`src/rtl/mpu6050_poll_sequencer.sv`:
```
// MPU6050 transaction sequencer: wakes the sensor, then periodically sweeps a register block.
// Optional WHO_AM_I identity read before init is enabled by defining MPU_WHOAMI_CHECK_EN.
module mpu6050_poll_sequencer #(
  parameter logic [6:0] DEV_ADDR    = 7'h68,
  parameter logic [7:0] BASE_REG    = 8'h3B,
  parameter int         NUM_READS   = 6,
  parameter int         POLL_DIV    = 100000,
  parameter int         TIMEOUT_CYC = 4096
) (
  input  logic                   clk,
  input  logic                   reset,
  input  logic                   enable,
  output logic                   i2c_enable,
  output logic                   i2c_read_write,
  output logic [6:0]             i2c_address,
  output logic [7:0]             i2c_reg,
  output logic [7:0]             i2c_data_out,
  input  logic                   i2c_done,
  input  logic                   i2c_nack,
  input  logic [7:0]             i2c_rd_data,
  output logic [8*NUM_READS-1:0] sample_data,
  output logic                   sample_valid,
  output logic                   init_done,
  output logic                   err_flag,
  output logic [7:0]             err_count
);

  localparam int IDX_W = (NUM_READS > 1) ? $clog2(NUM_READS) : 1;
  localparam int DIV_W = $clog2(POLL_DIV + 1);
  localparam int TMO_W = $clog2(TIMEOUT_CYC + 1);
  localparam logic [IDX_W-1:0] IDX_LAST = IDX_W'(NUM_READS - 1);
  localparam logic [DIV_W-1:0] DIV_LAST = DIV_W'(POLL_DIV - 1);
  localparam logic [TMO_W-1:0] TMO_LAST = TMO_W'(TIMEOUT_CYC - 1);
  localparam logic [7:0] PWR_MGMT_1 = 8'h6B;

  typedef enum logic [3:0] {
    IDLE, INIT_ISSUE, INIT_WAIT, POLL_WAIT, RD_ISSUE, RD_WAIT, PUBLISH
`ifdef MPU_WHOAMI_CHECK_EN
    , ID_ISSUE, ID_WAIT
`endif
  } state_t;

`ifdef MPU_WHOAMI_CHECK_EN
  localparam logic [7:0] WHO_AM_I  = 8'h75;
  localparam logic [7:0] ID_EXPECT = {1'b0, DEV_ADDR[6:1], 1'b0};
  localparam state_t     INIT_ENTRY = ID_ISSUE;
`else
  localparam state_t     INIT_ENTRY = INIT_ISSUE;
`endif

  function automatic logic [7:0] sat_inc(input logic [7:0] v);
    return (v == 8'hFF) ? v : v + 8'd1;
  endfunction

  state_t                 state_q, state_d;
  logic [IDX_W-1:0]       idx_q, idx_d;
  logic [DIV_W-1:0]       div_q, div_d;
  logic [TMO_W-1:0]       tmo_q, tmo_d;
  logic [8*NUM_READS-1:0] buf_q, buf_d;
  logic [8*NUM_READS-1:0] sample_q, sample_d;
  logic                   i2c_enable_q, i2c_enable_d;
  logic                   rw_q, rw_d;
  logic [7:0]             reg_q, reg_d;
  logic [7:0]             dout_q, dout_d;
  logic                   sv_q, sv_d;
  logic                   init_done_q, init_done_d;
  logic                   err_flag_q, err_flag_d;
  logic [7:0]             err_cnt_q, err_cnt_d;
  logic                   err_ev;
  logic                   tmo_hit;
  state_t                 post_st;

  always_ff @(posedge clk) begin
    if (reset) begin
      state_q      <= IDLE;
      idx_q        <= '0;
      div_q        <= '0;
      tmo_q        <= '0;
      buf_q        <= '0;
      sample_q     <= '0;
      i2c_enable_q <= 1'b0;
      rw_q         <= 1'b0;
      reg_q        <= 8'h00;
      dout_q       <= 8'h00;
      sv_q         <= 1'b0;
      init_done_q  <= 1'b0;
      err_flag_q   <= 1'b0;
      err_cnt_q    <= 8'h00;
    end else begin
      state_q      <= state_d;
      idx_q        <= idx_d;
      div_q        <= div_d;
      tmo_q        <= tmo_d;
      buf_q        <= buf_d;
      sample_q     <= sample_d;
      i2c_enable_q <= i2c_enable_d;
      rw_q         <= rw_d;
      reg_q        <= reg_d;
      dout_q       <= dout_d;
      sv_q         <= sv_d;
      init_done_q  <= init_done_d;
      err_flag_q   <= err_flag_d;
      err_cnt_q    <= err_cnt_d;
    end
  end

  always_comb begin
    state_d      = state_q;
    idx_d        = idx_q;
    div_d        = '0;
    tmo_d        = tmo_q;
    buf_d        = buf_q;
    sample_d     = sample_q;
    i2c_enable_d = 1'b0;
    rw_d         = rw_q;
    reg_d        = reg_q;
    dout_d       = dout_q;
    sv_d         = 1'b0;
    init_done_d  = init_done_q;
    err_flag_d   = err_flag_q;
    err_cnt_d    = err_cnt_q;
    err_ev       = 1'b0;
    tmo_hit      = (tmo_q == TMO_LAST);
    // Once a transaction ends, a dropped enable parks the sequencer instead of polling on.
    post_st      = enable ? POLL_WAIT : IDLE;

    case (state_q)
      IDLE: begin
        if (enable) begin
          idx_d   = '0;
          state_d = init_done_q ? RD_ISSUE : INIT_ENTRY;
        end
      end
`ifdef MPU_WHOAMI_CHECK_EN
      ID_ISSUE: begin
        rw_d         = 1'b1;
        reg_d        = WHO_AM_I;
        i2c_enable_d = 1'b1;
        tmo_d        = '0;
        state_d      = ID_WAIT;
      end
      ID_WAIT: begin
        tmo_d = tmo_q + 1'b1;
        if (i2c_done) begin
          if (!i2c_nack && (i2c_rd_data == ID_EXPECT)) begin
            state_d = enable ? INIT_ISSUE : IDLE;
          end else begin
            err_ev  = 1'b1;
            state_d = post_st;
          end
        end else if (tmo_hit) begin
          err_ev  = 1'b1;
          state_d = post_st;
        end
      end
`endif
      INIT_ISSUE: begin
        rw_d         = 1'b0;
        reg_d        = PWR_MGMT_1;
        dout_d       = 8'h00;
        i2c_enable_d = 1'b1;
        tmo_d        = '0;
        state_d      = INIT_WAIT;
      end
      INIT_WAIT: begin
        tmo_d = tmo_q + 1'b1;
        if (i2c_done) begin
          if (i2c_nack) err_ev = 1'b1;
          else          init_done_d = 1'b1;
          state_d = post_st;
        end else if (tmo_hit) begin
          err_ev  = 1'b1;
          state_d = post_st;
        end
      end
      POLL_WAIT: begin
        if (!enable) begin
          state_d = IDLE;
        end else if (div_q == DIV_LAST) begin
          idx_d   = '0;
          state_d = init_done_q ? RD_ISSUE : INIT_ENTRY;
        end else begin
          div_d = div_q + 1'b1;
        end
      end
      RD_ISSUE: begin
        rw_d         = 1'b1;
        reg_d        = BASE_REG + 8'(idx_q);
        i2c_enable_d = 1'b1;
        tmo_d        = '0;
        state_d      = RD_WAIT;
      end
      RD_WAIT: begin
        tmo_d = tmo_q + 1'b1;
        if (i2c_done && !i2c_nack) begin
          buf_d[8*idx_q +: 8] = i2c_rd_data;
          if (idx_q == IDX_LAST) begin
            state_d = PUBLISH;
          end else begin
            idx_d   = idx_q + 1'b1;
            state_d = enable ? RD_ISSUE : IDLE;
          end
        end else if (i2c_done || tmo_hit) begin
          // Partial sweep is abandoned; sample_data keeps the last complete one.
          err_ev  = 1'b1;
          state_d = post_st;
        end
      end
      PUBLISH: begin
        sample_d = buf_q;
        sv_d     = 1'b1;
        state_d  = post_st;
      end
      default: state_d = IDLE;
    endcase

    if (err_ev) begin
      err_flag_d = 1'b1;
      err_cnt_d  = sat_inc(err_cnt_q);
    end
  end

  assign i2c_enable     = i2c_enable_q;
  assign i2c_read_write = rw_q;
  assign i2c_address    = DEV_ADDR;
  assign i2c_reg        = reg_q;
  assign i2c_data_out   = dout_q;
  assign sample_data    = sample_q;
  assign sample_valid   = sv_q;
  assign init_done      = init_done_q;
  assign err_flag       = err_flag_q;
  assign err_count      = err_cnt_q;

endmodule

```
`config.mk`:
```
export PLATFORM = sky130hd
export DESIGN_NAME = mpu6050_poll_sequencer
export DESIGN_NICKNAME = d
export VERILOG_FILES = /design/src/rtl/mpu6050_poll_sequencer.sv
export SDC_FILE = /design/constraint.sdc
export NUM_CORES = 1
export LEC_CHECK = 0
export BUFFER_PORTS_ARGS = -buffer_cell sky130_fd_sc_hd__buf_2
export CELL_PAD_IN_SITES_DETAIL_PLACEMENT = 0
export CELL_PAD_IN_SITES_GLOBAL_PLACEMENT = 1
export CORE_MARGIN = 10
export CORE_UTILIZATION = 30
export DETAILED_ROUTE_END_ITERATION = 12
export PLACE_DENSITY = 0.6
export SLEW_MARGIN = 20
export SYNTH_ARGS = -nofsm -noshare
export SYNTH_HDL_FRONTEND = slang
export SYNTH_SLANG_ARGS = --single-unit
```
`constraint.sdc`:
```
create_clock -name clk -period 5.1 [get_ports clk]
set_input_delay 1.02 -clock clk [delete_from_list [all_inputs] [get_ports clk]]
set_output_delay 1.02 -clock clk [all_outputs]
set_load 0.005 [all_outputs]
```
==> results.sh <==
export IMPL_status="finished clean"
export IMPL_synth_most_common_cell="dfxtp_1"
export IMPL_synth_top_cell_by_area="dfxtp_1"
export IMPL_cpPeakStageDelay_ns=0.62
export IMPL_dr_max_layer_used="met4"
export IMPL_numCtsBuffers=17
export IMPL_path_common_cell="ha_1"
export IMPL_finalHoldViolCount=0
export IMPL_p_sw_w=0.000821
export IMPL_synth_edf_count=0
export IMPL_critical_path_slowest_cell="nand4b_1"
export IMPL_rsz0062_at_grt="no"
export IMPL_stdcell_area_sq_um=7530
export IMPL_drt_iter0_drc=283
export IMPL_drc_errors=0
export IMPL_globalplace_congestion=0.745
export IMPL_cts_root_buf="clkbuf_16"
export IMPL_internal_power_w=0.00207
export IMPL_antenna_cells=0
export IMPL_path_class="reg -> reg"
export IMPL_antenna_found_initial=0
export IMPL_max_slew_margin_rel_pct=27.6
export IMPL_fp_row_count=53
export IMPL_nets=841
export IMPL_synth_top_cells_by_count="dfxtp_1 (151), nand2_1 (148), a21oi_1 (93), nor2_1 (83), nand3_1 (35)"
export IMPL_pwr_share_comb_pct=10.5
export IMPL_placedInstanceArea_sq_um=6880
export IMPL_avgSynthCellArea_sq_um=8.34
export IMPL_first_pass_iters=4
export IMPL_async_flop_share_pct=0
export IMPL_switching_share_pct=28.4
export IMPL_grt_pass1_vias=5071
export IMPL_dp_hpwl_um=11600
export IMPL_finalPower_w=0.00289
export IMPL_yosys_area_top_type_share_pct=47.6
export IMPL_cts_tree="done"
export IMPL_die_area_sq_um=27400
export IMPL_fin_skew_ns=0.00921
export IMPL_vias=5244
export IMPL_hold_path_class="reg -> reg"
export IMPL_gr_total_overflow=0
export IMPL_die_w_um=166
export IMPL_grt_usage_pct=12.4
export IMPL_start_util_pct=30.3
export IMPL_cap_violations=0
export IMPL_path_cells="inv_1, ha_1, ha_1, nor2b_1, nand4b_1, or2_2, a21oi_1"
export IMPL_cp_num_buf_inv=1
export IMPL_holdBufCountCts=0
export IMPL_synth_distinct_cells=55
export IMPL_ys_ff_latch=151
export IMPL_drt_wirelength_per_cell_um=15.3
export IMPL_clockBufferDepth=2
export IMPL_cp_arrival_ns=3.59
export IMPL_cts_resized_gates=0
export IMPL_drv_slew=0
export IMPL_htreeDepth=4
export IMPL_area_growth_pct=18.5
export IMPL_fmax_ghz=0.309
export IMPL_cp_required_ns=5.45
export IMPL_clk_pin_slew_worst_paths_ns=0.07
export IMPL_vias_per_cell=4.74
export IMPL_seq_area_frac_synth_pct=47.6
export IMPL_nFillCells=2275
export IMPL_wl_met2_um=7810
export IMPL_drive_above_1_share_pct=15.7
export IMPL_timing_final_crit_period_ns=3.24
export IMPL_tightest_slew_ns=1.08
export IMPL_setup_viol=0
export IMPL_post_cts_setup_buffers=0
export IMPL_seqPwrFrac_pct=43.7
export IMPL_end_kind="flip-flop"
export IMPL_yosys_warnings=0
export IMPL_ios=97
export IMPL_vdd_drop_max_v=0.000216
export IMPL_synth_flop_cell="dfxtp_1"
export IMPL_routed_wl_um=17000
export IMPL_critical_path_top_delay_family="simple AND/OR/NAND/NOR gates"
export IMPL_grt_pass1_wl_um=27000
export IMPL_clk_insertion_delay_late_ns=0.43
export IMPL_p_clk_share_pct=45.8
export IMPL_io_buffers=80
export IMPL_die_h_um=166
export IMPL_syn_area_sq_um=6350
export IMPL_core_sq_um=21000
export IMPL_multi_input_area_sq_um=3060
export IMPL_met3_length_um=906
export IMPL_setup_tns_final_ns=0
export IMPL_met1Wirelength_um=8040
export IMPL_pwr_density_cell_nw_per_um2=383
export IMPL_cp_start_kind="flip-flop"
export IMPL_synthTopCellsByArea="dfxtp_1 (48%), nand2_1 (8.7%), a21oi_1 (7.3%)"
export IMPL_worst_path_max_fanout=15
export IMPL_leakage_nw=2.95
export IMPL_period_share_pct=63.4
export IMPL_synth_cells=762
export IMPL_cts_sinks=151
export IMPL_setup_slack_ns=1.86
export IMPL_regArea_sq_um=3020
export IMPL_ant_nets=0
export IMPL_grt_max_degree=86
export IMPL_dp_slack_ns=1.95
export IMPL_whs_ns=0.451
## routing by layer
metal | GRT usage (%) | up-vias
met5 | 0 | -
met4 | 4.27 | 0
met3 | 3.57 | 18
met2 | 19.3 | 92
met1 | 16.0 | 2438
li1 | - | 2696
## area by class of cell
type,count,share of cell area [%]
multi-input combinational,555,40.7
inverter,11,0.548
timing repair buffer,83,5.82
clock buffer,18,5.83
tap,275,4.57
clock inverter,14,2.39
sequential,151,40.2
## final timing paths
path	from	endpoint	slack (ns)	depth (start not counted)
worst max register to register	idx_q[0]	buf_q[27]	1.86	7
worst min-delay path	sample_data[12]	sample_data[12]	0.45	2
worst max-delay path	idx_q[0]	buf_q[27]	1.86	7
worst min register to register	sample_data[12]	sample_data[12]	0.45	2
## placed cells by master, fill, tap and decap left out, drive strengths merged, types with 14 or more instances in the layout
cell type and n:
buf 83, conb 16, inv 18, mux2i 25
nand3 35, a21oi 94, nor2 83, nor3 14
clkbuf 18, dfxtp 151, nand2 148
## cell families (layout without fill, tap and decap cells)
kind of cell / after synthesis / after routing / share of synthesized area, %
adder cells (fa/ha/maj): 9 / 9 / 1.77
XOR/XNOR: 23 / 23 / 3.17
flip-flops: 151 / 151 / 47.6
other: 2 / 16 / 0.118
buffers and inverters: 70 / 126 / 5.38
AO/OA/AOI/OAI: 143 / 143 / 13.6
multiplexers: 28 / 28 / 4.47
AND/OR/NAND/NOR: 336 / 336 / 23.9
## through the flow
stage	util, %	instances
2_1_floorplan	-	776
3_3_place_gp	32.8	1074
3_5_place_dp	32.8	1074
4_1_cts	35.8	1106
5_1_grt	35.9	1107
6_report	35.9	1107
## power groups by stage
stage,registers [W],logic (W),clock network (W)
6_report,0.00126,0.000302,0.00132
5_1_grt,0.00127,0.000337,0.00141
4_1_cts,0.00126,0.000303,0.00136
3_5_place_dp,0.00129,0.000300,0
3_3_place_gp,0.00129,0.000304,0
2_1_floorplan,0.00126,0.000230,0
## tightest hold or removal path, cell delays in order (launching register included)
cell and delay, ns:
dfxtp_1 0.31, nand2_1 0.05, a21oi_1 0.05
Note: power is estimated with default switching activity, not from simulation.
